## src/rtl/fnd_scan_ctrl_if.sv

```systemverilog
// Signal bundle between the stopwatch datapath/display pins and the FND scan controller.
// The master side drives time values and reads the display pins. The slave side is the scan controller.
interface fnd_scan_ctrl_if;

   logic [6:0] msec;
   logic [5:0] sec;
   logic [5:0] min;
   logic [4:0] hour;
   logic       sel_mode;
   logic [3:0] fnd_com;
   logic [7:0] fnd_data;

   modport master (
      output msec,
      output sec,
      output min,
      output hour,
      output sel_mode,
      input  fnd_com,
      input  fnd_data
   );

   modport slave (
      input  msec,
      input  sec,
      input  min,
      input  hour,
      input  sel_mode,
      output fnd_com,
      output fnd_data
   );

endinterface

```

## src/rtl/fnd_scan_ctrl.sv

```systemverilog
// Time-multiplexed driver for a 4-digit common-anode 7-segment display showing SEC.MSEC or HOUR.MIN.
// The time inputs are frozen once per scan frame so that one frame never mixes digits from two different times.
module fnd_scan_ctrl #(
   parameter int SCAN_COUNT   = 100_000,
   parameter int BLINK_THRESH = 50
) (
   input  logic            clk,
   input  logic            reset,
   fnd_scan_ctrl_if.slave  bus
);

   localparam int            CW       = (SCAN_COUNT > 1) ? $clog2(SCAN_COUNT) : 1;
   localparam logic [CW-1:0] CNT_LAST = CW'(SCAN_COUNT - 1);

   logic [CW-1:0] scanCnt_q, scanCnt_d;
   logic [1:0]    idx_q, idx_d;
   logic [6:0]    snapMsec_q;
   logic [5:0]    snapSec_q;
   logic [5:0]    snapMin_q;
   logic [4:0]    snapHour_q;
   logic          snapMode_q;
   logic [3:0]    fndCom_q, fndCom_d;
   logic [7:0]    fndData_q, fndData_d;

   logic          scanTick;
   logic          frameEnd;
   logic [6:0]    digit;
   logic          dpLit;

   // Active-low gfedcba pattern. Any value outside 0..9 is shown as a blank digit.
   function automatic logic [6:0] seg7(input logic [6:0] value);
      logic [6:0] pattern;
      case (value)
         7'd0:    pattern = 7'h40;
         7'd1:    pattern = 7'h79;
         7'd2:    pattern = 7'h24;
         7'd3:    pattern = 7'h30;
         7'd4:    pattern = 7'h19;
         7'd5:    pattern = 7'h12;
         7'd6:    pattern = 7'h02;
         7'd7:    pattern = 7'h78;
         7'd8:    pattern = 7'h00;
         7'd9:    pattern = 7'h10;
         default: pattern = 7'h7F;
      endcase
      return pattern;
   endfunction

   always_comb begin
      scanTick  = (scanCnt_q == CNT_LAST);
      frameEnd  = scanTick && (idx_q == 2'd3);
      scanCnt_d = scanTick ? '0 : scanCnt_q + 1'b1;
      idx_d     = scanTick ? idx_q + 2'd1 : idx_q;
   end

   // Digit contents come only from the snapshot. The divide and modulo are combinational ahead of the output register.
   always_comb begin
      digit = 7'd0;
      case ({snapMode_q, idx_q})
         3'b0_00: digit = snapMsec_q % 7'd10;
         3'b0_01: digit = snapMsec_q / 7'd10;
         3'b0_10: digit = {1'b0, snapSec_q} % 7'd10;
         3'b0_11: digit = {1'b0, snapSec_q} / 7'd10;
         3'b1_00: digit = {1'b0, snapMin_q} % 7'd10;
         3'b1_01: digit = {1'b0, snapMin_q} / 7'd10;
         3'b1_10: digit = {2'b00, snapHour_q} % 7'd10;
         3'b1_11: digit = {2'b00, snapHour_q} / 7'd10;
         default: digit = 7'd0;
      endcase
   end

   // The separator dot sits on digit 2 in both views. It blinks with the snapshot msec.
   always_comb begin
      dpLit     = (idx_q == 2'd2) && (int'(snapMsec_q) < BLINK_THRESH);
      fndCom_d  = ~(4'b0001 << idx_q);
      fndData_d = {~dpLit, seg7(digit)};
   end

   always_ff @(posedge clk or negedge reset) begin
      if (!reset) begin
         scanCnt_q  <= '0;
         idx_q      <= 2'd0;
         snapMsec_q <= 7'd0;
         snapSec_q  <= 6'd0;
         snapMin_q  <= 6'd0;
         snapHour_q <= 5'd0;
         snapMode_q <= 1'b0;
         fndCom_q   <= 4'b1111;
         fndData_q  <= 8'hFF;
      end else begin
         scanCnt_q <= scanCnt_d;
         idx_q     <= idx_d;
         if (frameEnd) begin
            snapMsec_q <= bus.msec;
            snapSec_q  <= bus.sec;
            snapMin_q  <= bus.min;
            snapHour_q <= bus.hour;
            snapMode_q <= bus.sel_mode;
         end
         // Enable and segments share one register stage so that they always switch together.
         fndCom_q  <= fndCom_d;
         fndData_q <= fndData_d;
      end
   end

   assign bus.fnd_com  = fndCom_q;
   assign bus.fnd_data = fndData_q;

endmodule

```

## src/flat_wrapper.sv

```systemverilog
// flat-port wrapper written by rule: the top's interface ports become plain ports
module fnd_scan_ctrl_flat 
#(
   parameter int SCAN_COUNT   = 100_000,
   parameter int BLINK_THRESH = 50
)
  (clk, reset, bus_msec, bus_sec, bus_min, bus_hour, bus_sel_mode, bus_fnd_com, bus_fnd_data);
  fnd_scan_ctrl_if bus_i ();
  input  logic clk;
  input  logic reset;
  input wire logic [$bits(bus_i.msec)-1:0] bus_msec;
  input wire logic [$bits(bus_i.sec)-1:0] bus_sec;
  input wire logic [$bits(bus_i.min)-1:0] bus_min;
  input wire logic [$bits(bus_i.hour)-1:0] bus_hour;
  input wire logic [$bits(bus_i.sel_mode)-1:0] bus_sel_mode;
  output wire logic [$bits(bus_i.fnd_com)-1:0] bus_fnd_com;
  output wire logic [$bits(bus_i.fnd_data)-1:0] bus_fnd_data;
  assign bus_i.msec = bus_msec;
  assign bus_i.sec = bus_sec;
  assign bus_i.min = bus_min;
  assign bus_i.hour = bus_hour;
  assign bus_i.sel_mode = bus_sel_mode;
  assign bus_fnd_com = bus_i.fnd_com;
  assign bus_fnd_data = bus_i.fnd_data;
  fnd_scan_ctrl #(.SCAN_COUNT(SCAN_COUNT), .BLINK_THRESH(BLINK_THRESH)) u_core (.clk(clk), .reset(reset), .bus(bus_i));
endmodule
```

## config.mk

```make
export PLATFORM = sky130hd
export DESIGN_NAME = fnd_scan_ctrl_flat
export DESIGN_NICKNAME = d
export VERILOG_FILES = /design/src/rtl/fnd_scan_ctrl_if.sv /design/src/rtl/fnd_scan_ctrl.sv /design/src/flat_wrapper.sv
export SDC_FILE = /design/constraint.sdc
export NUM_CORES = 1
export LEC_CHECK = 0
export ABC_AREA = 1
export ABC_CLOCK_PERIOD_IN_PS = 9000
export CORE_MARGIN = 2
export CORE_UTILIZATION = 45
export CTS_CLUSTER_SIZE = 12
export DETAILED_ROUTE_END_ITERATION = 7
export GPL_ROUTABILITY_DRIVEN = 1
export GPL_TIMING_DRIVEN = 1
export MAX_ROUTING_LAYER = met4
export PLACE_DENSITY = 0.66
export SYNTH_ARGS = -nofsm -noshare
export SYNTH_HDL_FRONTEND = slang
export SYNTH_SLANG_ARGS = --single-unit
```

## constraint.sdc

```tcl
create_clock -name clk -period 9 [get_ports clk]
set_input_delay 2.7 -clock clk [delete_from_list [all_inputs] [get_ports clk]]
set_output_delay 2.7 -clock clk [all_outputs]
set_load 0.02 [all_outputs]
```

==> impl_results.md, run 1 <==
* # rows at 33
* Achievable frequency at 0.208 GHz
* Max Slew Vio Count at 0
* Pwr per Cell Area at 158 nW/um2
* Mux contribution to synthesized area at 0.0764
* Critical Path End Type: flop
* Largest delay share family, worst path: simple AND/OR/NAND/NOR gates
* Register bit total from synthesis at 56
* Crit path top cell by count: nand2_1
* Total power at 0.671 mW
* Crit path buf inv count at 8
* Antenna viol nets, final at 0
* XOR/XNOR Fraction of Synth Area at 0.00713
* Total Wirelength at 7.16 mm
* DRC violations left at 0
* Leakage power at 2.07 nW
* CP arrival at 5.04 ns
* DR iter-0 viols at 171
* Vias in the first global route at 3,006
* Vias/cell at 4.98
* Die ar. at 8930 um2
* Maximum number of pins on one net before global-route repair at 57
* Area growth syn-to-layout at 15.5%
* Ys Warns at 0
* CTS Buf Count at 5
* Average wire per standard cell at 11.7 um
* DR vias at 3,048
* Antenna cell count at 0
* Worst Min Path Start: u_core.scanCnt_q[0]$_DFF_PN0_
* GR peak layer: met2
* Clk buf depth at 2
* P_sw at 0.238 mW
* First-pass GRT wire length at 12.9 mm
* Worst path max stage delay at 0.41 ns
* Worst-Margin Slew at 0.947 ns
* Pre-CTS setup slack at 4.24 ns
* Main combinational cell family by area after synthesis: simple AND/OR/NAND/NOR gates
* Max Cap Violations at 0
* Final core occ at 0.526
* Detailed Place HPWL at 5.57 mm
* Initial antenna violation count at 0
* CTS tree: built
* Drt first pass iters at 4
* Cell count along the critical path at 36
* RSZ-0062 raised after global routing: no
* Crit path launch type: flop
* Worst VDD drop at 0.0000637 V
* Fin. Hold Viols at 0
* Post-CTS setup buffer count at 0
* Placed inst area at 4160 um2
* Met2 GRT Util at 0.280
* Fin crit period at 4.81 ns
* Worst Path Required at 9.24 ns
* Slowest cell on crit path: dfrtp_1
* Finished layout cell area at 4260 um2
* Reg2Reg Launch Point: u_core.idx_q[0]$_DFFE_PN0N_
* Seq pwr share at 0.433
* Met1 Track Usage GR at 0.245
* Placed cells at 604
* Met3 Use GR at 0.0287
* CTS sink cnt at 56
* Register area share after synthesis at 0.384
* Largest cells by area after synthesis: dfrtp_1, nand2_1, dfstp_2
* Synthesized Nets at 510
* CTS root buf: clkbuf_8
* Final setup violation count at 0
* CP startpoint: u_core.idx_q[0]$_DFFE_PN0N_
* Combinational power share at 0.351
* Chip height at 94.5 um
* Total Negative Setup Slacks at 0 ns
* Initial core utilization at 0.455
* Netlist Area Pre-Place at 3680 um2
* Routability congestion estimate at 0.880
* I/O pin cnt at 39
* Final Non-Filler Cells at 612
* Worst-path clk slew at 0.11 ns
* Post-Synthesis Cells at 466
* R2R depth at 36
* Final worst slack at 4.19 ns
* Clk Latency, worst-skew pair at 0.31 ns
* # resized after CTS at 0
* Area leader, netlist: dfrtp_1
* Post-Synth Simple-Gate Area at 0.284
* Clock group share of total power at 0.216
* Status: complete, no violations
* Hold Slack at 0.473 ns
* Post-synthesis cell type count at 40
* CTS H-tree lvls at 2
* Compound-gate portion of the synthesized area at 0.0954
* Final nets at 550
* Critical path type: reg -> reg
* Hold depth at 1
* GR Util All Layers at 0.181
* Share of layout cells above drive strength 1 at 0.150
* Hold_buf cts at 0
* Syn avg cell area at 7.91 um2
* Worst Skew at 0.0111 ns
* Chip width at 94.5 um
* Core area at 8090 um2
* I/O Buffers at 38
* Adder and majority gate portion of the synthesized area at 0.0577
* Share of the synthesized area in the top cell type at 0.299
* Grt ovf at 0
* Type of the tightest min-delay check: reg -> reg
* Final period util at 0.534
* Sw Ratio at 0.355
* Slew headroom at 0.367
* P_int at 0.433 mW
* Largest driver fanout on the critical path at 9
## flip-flops by register name, summed over array words and instances (netlist names), 2 cells and up
name                 cells
u_core.bus.fnd_com       4
u_core.bus.fnd_data      8
u_core.idx_q             2
u_core.scanCnt_q        17
u_core.snapHour_q        5
u_core.snapMin_q         6
u_core.snapMsec_q        7
u_core.snapSec_q         6
## area by class of cell
type	count	area, um2
clock buffers	5	68.8
multi-input cells	321	1920
well taps	105	131
inverters	83	312
flip-flops and latches	56	1420
repair buffers	39	383
clock inverters	3	25.0
fillers	778	3840
## kinds of logic after synthesis
logic type	Yosys count
compound gates	52
xor+xnor	3
fa+ha+maj	17
buf+inv	89
flops	56
mux	25
simple gates	224
## power groups by stage
stage | Sequential [mW] | Clock (mW) | Combinational, mW
6_report | 0.290 | 0.145 | 0.235
5_1_grt | 0.292 | 0.162 | 0.267
4_1_cts | 0.291 | 0.152 | 0.237
2_1_floorplan | 0.313 | 0 | 0.148
3_5_place_dp | 0.296 | 0 | 0.236
3_3_place_gp | 0.295 | 0 | 0.230
## worst paths after layout
path	endpoint	slack [ns]
setup / recovery	u_core.bus.fnd_data[3]$_DFF_PN1_	4.19
hold / removal	u_core.scanCnt_q[0]$_DFF_PN0_	0.47
setup reg to reg	u_core.bus.fnd_data[3]$_DFF_PN1_	4.19
hold reg to reg	u_core.scanCnt_q[0]$_DFF_PN0_	0.47
max in group asynchronous	u_core.scanCnt_q[4]$_DFF_PN0_	6.02
min in group asynchronous	u_core.snapMin_q[3]$_DFFE_PN0P_	2.50
## cell usage in the layout, fill, tap and decap left out, types with 3 or more instances in the layout
master and count:
nor4_1 3, nand2_4 4, a22o_1 3, nand3_1 42
a21oi_1 14, o21ai_2 3, o21ai_0 13, ha_1 17
nand2_1 107, nor2_1 34, nand4_1 11, inv_1 79
nand2_2 8, dfstp_2 12, dfrtp_1 44, nand3_2 3
inv_2 4, xor2_1 3, mux2_2 25, clkdlybuf4s50_1 37
clkbuf_8 5, nor3_1 3, o21ai_1 3, nand3b_1 6
## synthesized netlist by cell type
library cell and n:
ha_1 17, nand2_2 8, a41oi_1 1, nand3b_1 6
o21bai_1 2, o21a_1 1, buf_6 1, nand2_1 107
nand3_4 1, nor2_2 1, nor4_1 3, inv_2 4
a22o_1 3, o311ai_0 1, nand3_2 3, nor2_1 34
a31oi_1 2, a211oi_1 1, nor3_1 3, a21oi_4 1
dfstp_2 12, dfrtp_1 44, buf_4 2, o211ai_1 1
a22oi_1 2, o21ai_1 3, nand4_1 11, xor2_1 3
clkbuf_1 3, a221oi_1 1, nand2_4 4, inv_1 79
o21ai_0 13, mux2_2 25, a21oi_2 1, nor2_4 1
a21oi_1 14, o21ai_4 2, o21ai_2 3, nand3_1 42
## worst register-to-register path: cells and delay by family, from the launching register on
family	cells	cell delay, ns
AND/OR/NAND/NOR	22	2.26
buffers and inverters	8	0.71
adder cells (fa/ha/maj)	5	1.19
flip-flops	1	0.41
AO/OA/AOI/OAI	1	0.17
## routing by layer
metal	vias up	routed length, um	share of wire
li1	1589	-	-
met1	1388	3610	0.50
met2	65	3210	0.45
met3	6	260	0.036
met4	0	78	0.011
met5	-	0	0
No activity file was read; power rests on OpenSTA's default activity.
==> inputs of run 2 (changes only) <==
ABC_CLOCK_PERIOD_IN_PS = 5000   (was 9000)
clock period = 5 ns   (was 9 ns; I/O delays follow)
==> run 2 against run 1 <==
Effect of this change: sequential share of layout area down 0.86 points; design area up 2.6%; wire length up 7.1%; register-to-register slack worse by 3.7 ns; cell count up 1.3%; critical path depth unchanged; worst hold slack better by 0.0056 ns.
==> impl_results.md, run 2 (synthesis results as in run 1) <==
* Status: complete, no violations
* Achievable frequency at 0.222 GHz
* Reg2Reg Setup Slack at 0.49 ns
* Seq pwr share at 0.408
* Fin. Hold Viols at 0
* I/O pin cnt at 39
* Final setup violation count at 0
* Max Cap Violations at 0
* Slew headroom at 0.348
* Antenna cell count at 0
* Crit path buf inv count at 8
* Final Non-Filler Cells at 620
* Worst Path Required at 5.25 ns
* Combinational power share at 0.344
* Multi-input combinational cell area at 1940 um2
* Chip width at 94.5 um
* Detailed Place HPWL at 5.83 mm
* Final worst slack at 0.493 ns
* Max reg flops at 17
* Pwr per Cell Area at 294 nW/um2
* # rows at 33
* Critical path type: reg -> reg
* Crit path top cell by count: nand2_1
* Critical Path End Type: flop
* Worst Min Path Start: u_core.scanCnt_q[0]$_DFF_PN0_
* Sw Ratio at 0.336
* CTS Buf Count at 5
* P_sw at 0.431 mW
* Worst-path clk slew at 0.11 ns
* Routability congestion estimate at 0.882
* Max Slew Vio Count at 0
* First-pass GRT wire length at 13.4 mm
* P_int at 0.852 mW
* Chip height at 94.5 um
* Reg2Reg Launch Point: u_core.idx_q[0]$_DFFE_PN0N_
* Drt first pass iters at 5
* Slowest cell on crit path: dfrtp_1
* Initial core utilization at 0.455
* CTS root buf: clkbuf_8
* Seq. cell area at 1420 um2
* DR iter-0 viols at 148
* Clk buf depth at 2
* Largest driver fanout on the critical path at 7
* Worst Skew at 0.0107 ns
* Placed cells at 604
* R2R depth at 36
* Initial antenna violation count at 0
* Average wire per standard cell at 12.4 um
* Worst-Margin Slew at 0.976 ns
* GR Util All Layers at 0.189
* Fin crit period at 4.51 ns
* Clk Latency, worst-skew pair at 0.31 ns
* R2R Path End: u_core.bus.fnd_data[3]$_DFF_PN1_
* Vias in the first global route at 2,971
* Most frequent cells in the layout: nand2_1, inv_1, dfrtp_1
* CP arrival at 4.75 ns
* WHS Endpoint: u_core.scanCnt_q[0]$_DFF_PN0_
* Die ar. at 8930 um2
* Pre-CTS setup slack at 0.194 ns
* Antenna viol nets, final at 0
* Largest delay share family, worst path: simple AND/OR/NAND/NOR gates
* Worst path max stage delay at 0.42 ns
* Final period util at 0.901
* Crit path launch type: flop
* Maximum number of pins on one net before global-route repair at 39
* Worst VDD drop at 0.000152 V
* Area growth syn-to-layout at 18.5%
* Vias/cell at 5.10
* DRC violations left at 0
* Commonest non-fill, non-tap cell in the layout: nand2_1
* CTS H-tree lvls at 2
* Fillers at 767
* Leakage power at 2.13 nW
* Clock group share of total power at 0.248
* Most flops, register: u_core.scanCnt_q
* CTS sink cnt at 56
* Type of the tightest min-delay check: reg -> reg
* Share of layout cells above drive strength 1 at 0.171
* Hold_buf cts at 0
* Total power at 1.28 mW
* CTS tree: built
* Core area at 8090 um2
* Grt ovf at 0
* Final nets at 558
* Hold depth at 1
* Total Wirelength at 7.67 mm
* DR vias at 3,162
* I/O Buffers at 38
-- run 2: timing repair --
action,4_1_cts,5_1_grt
setup endpoints to repair,0,7
setup buffers,0,8
gates resized for setup,0,6
-- run 2: how the worst max path moves through the flow --
stage | from | endpoint | slack (ns) | cells past startpoint
finish | u_core.idx_q[0]$_DFFE_PN0N_ | u_core.bus.fnd_data[3]$_DFF_PN1_ | 0.49 | 36
global route | u_core.snapMode_q$_DFFE_PN0P_ | u_core.bus.fnd_data[3]$_DFF_PN1_ | -0.03 | 34
CTS | u_core.idx_q[0]$_DFFE_PN0N_ | u_core.bus.fnd_data[3]$_DFF_PN1_ | 0.17 | 36
detailed placement | u_core.idx_q[0]$_DFFE_PN0N_ | u_core.bus.fnd_data[3]$_DFF_PN1_ | 0.19 | 36
global placement | u_core.idx_q[0]$_DFFE_PN0N_ | u_core.bus.fnd_data[3]$_DFF_PN1_ | 0.54 | 36
floorplan | u_core.idx_q[0]$_DFFE_PN0N_ | u_core.bus.fnd_data[3]$_DFF_PN1_ | 0.88 | 37
-- run 2: layout make-up --
type                            instances  area share
Timing Repair Buffer                   47       0.101
Tap cell                              105      0.0301
Multi-Input combinational cell        321       0.445
Inverter                               83      0.0713
Sequential cell                        56       0.324
Clock inverter                          2     0.00888
Clock buffer                            6      0.0189
-- run 2: per-layer routing --
metal  routed length [um]  vias up  global-route usage
met5                    0        -                   -
met4                   90        0              0.0507
met3                  334       14              0.0311
met2                 3540       80               0.296
met1                 3710     1465               0.257
li1                     -     1603                   -
-- run 2: power groups by stage --
stage / registers (mW) / clock network [mW] / logic, mW
2_1_floorplan: 0.563 / 0 / 0.266
3_3_place_gp: 0.531 / 0 / 0.414
3_5_place_dp: 0.532 / 0 / 0.426
4_1_cts: 0.523 / 0.329 / 0.427
5_1_grt: 0.527 / 0.348 / 0.498
6_report: 0.523 / 0.319 / 0.442
-- run 2: per-stage QoR --
stage | setup TNS [ns] | util | hold WS, ns | area [um2]
final | 0 | 0.540 | 0.479 | 4370
after global routing | -0.0265 | 0.540 | 0.490 | 4370
after CTS | 0 | 0.529 | 0.476 | 4280
after floorplan | 0 | - | 0.433 | 3680
after detailed placement | 0 | 0.514 | 0.461 | 4160
after global placement | 0 | 0.514 | 0.445 | 4160
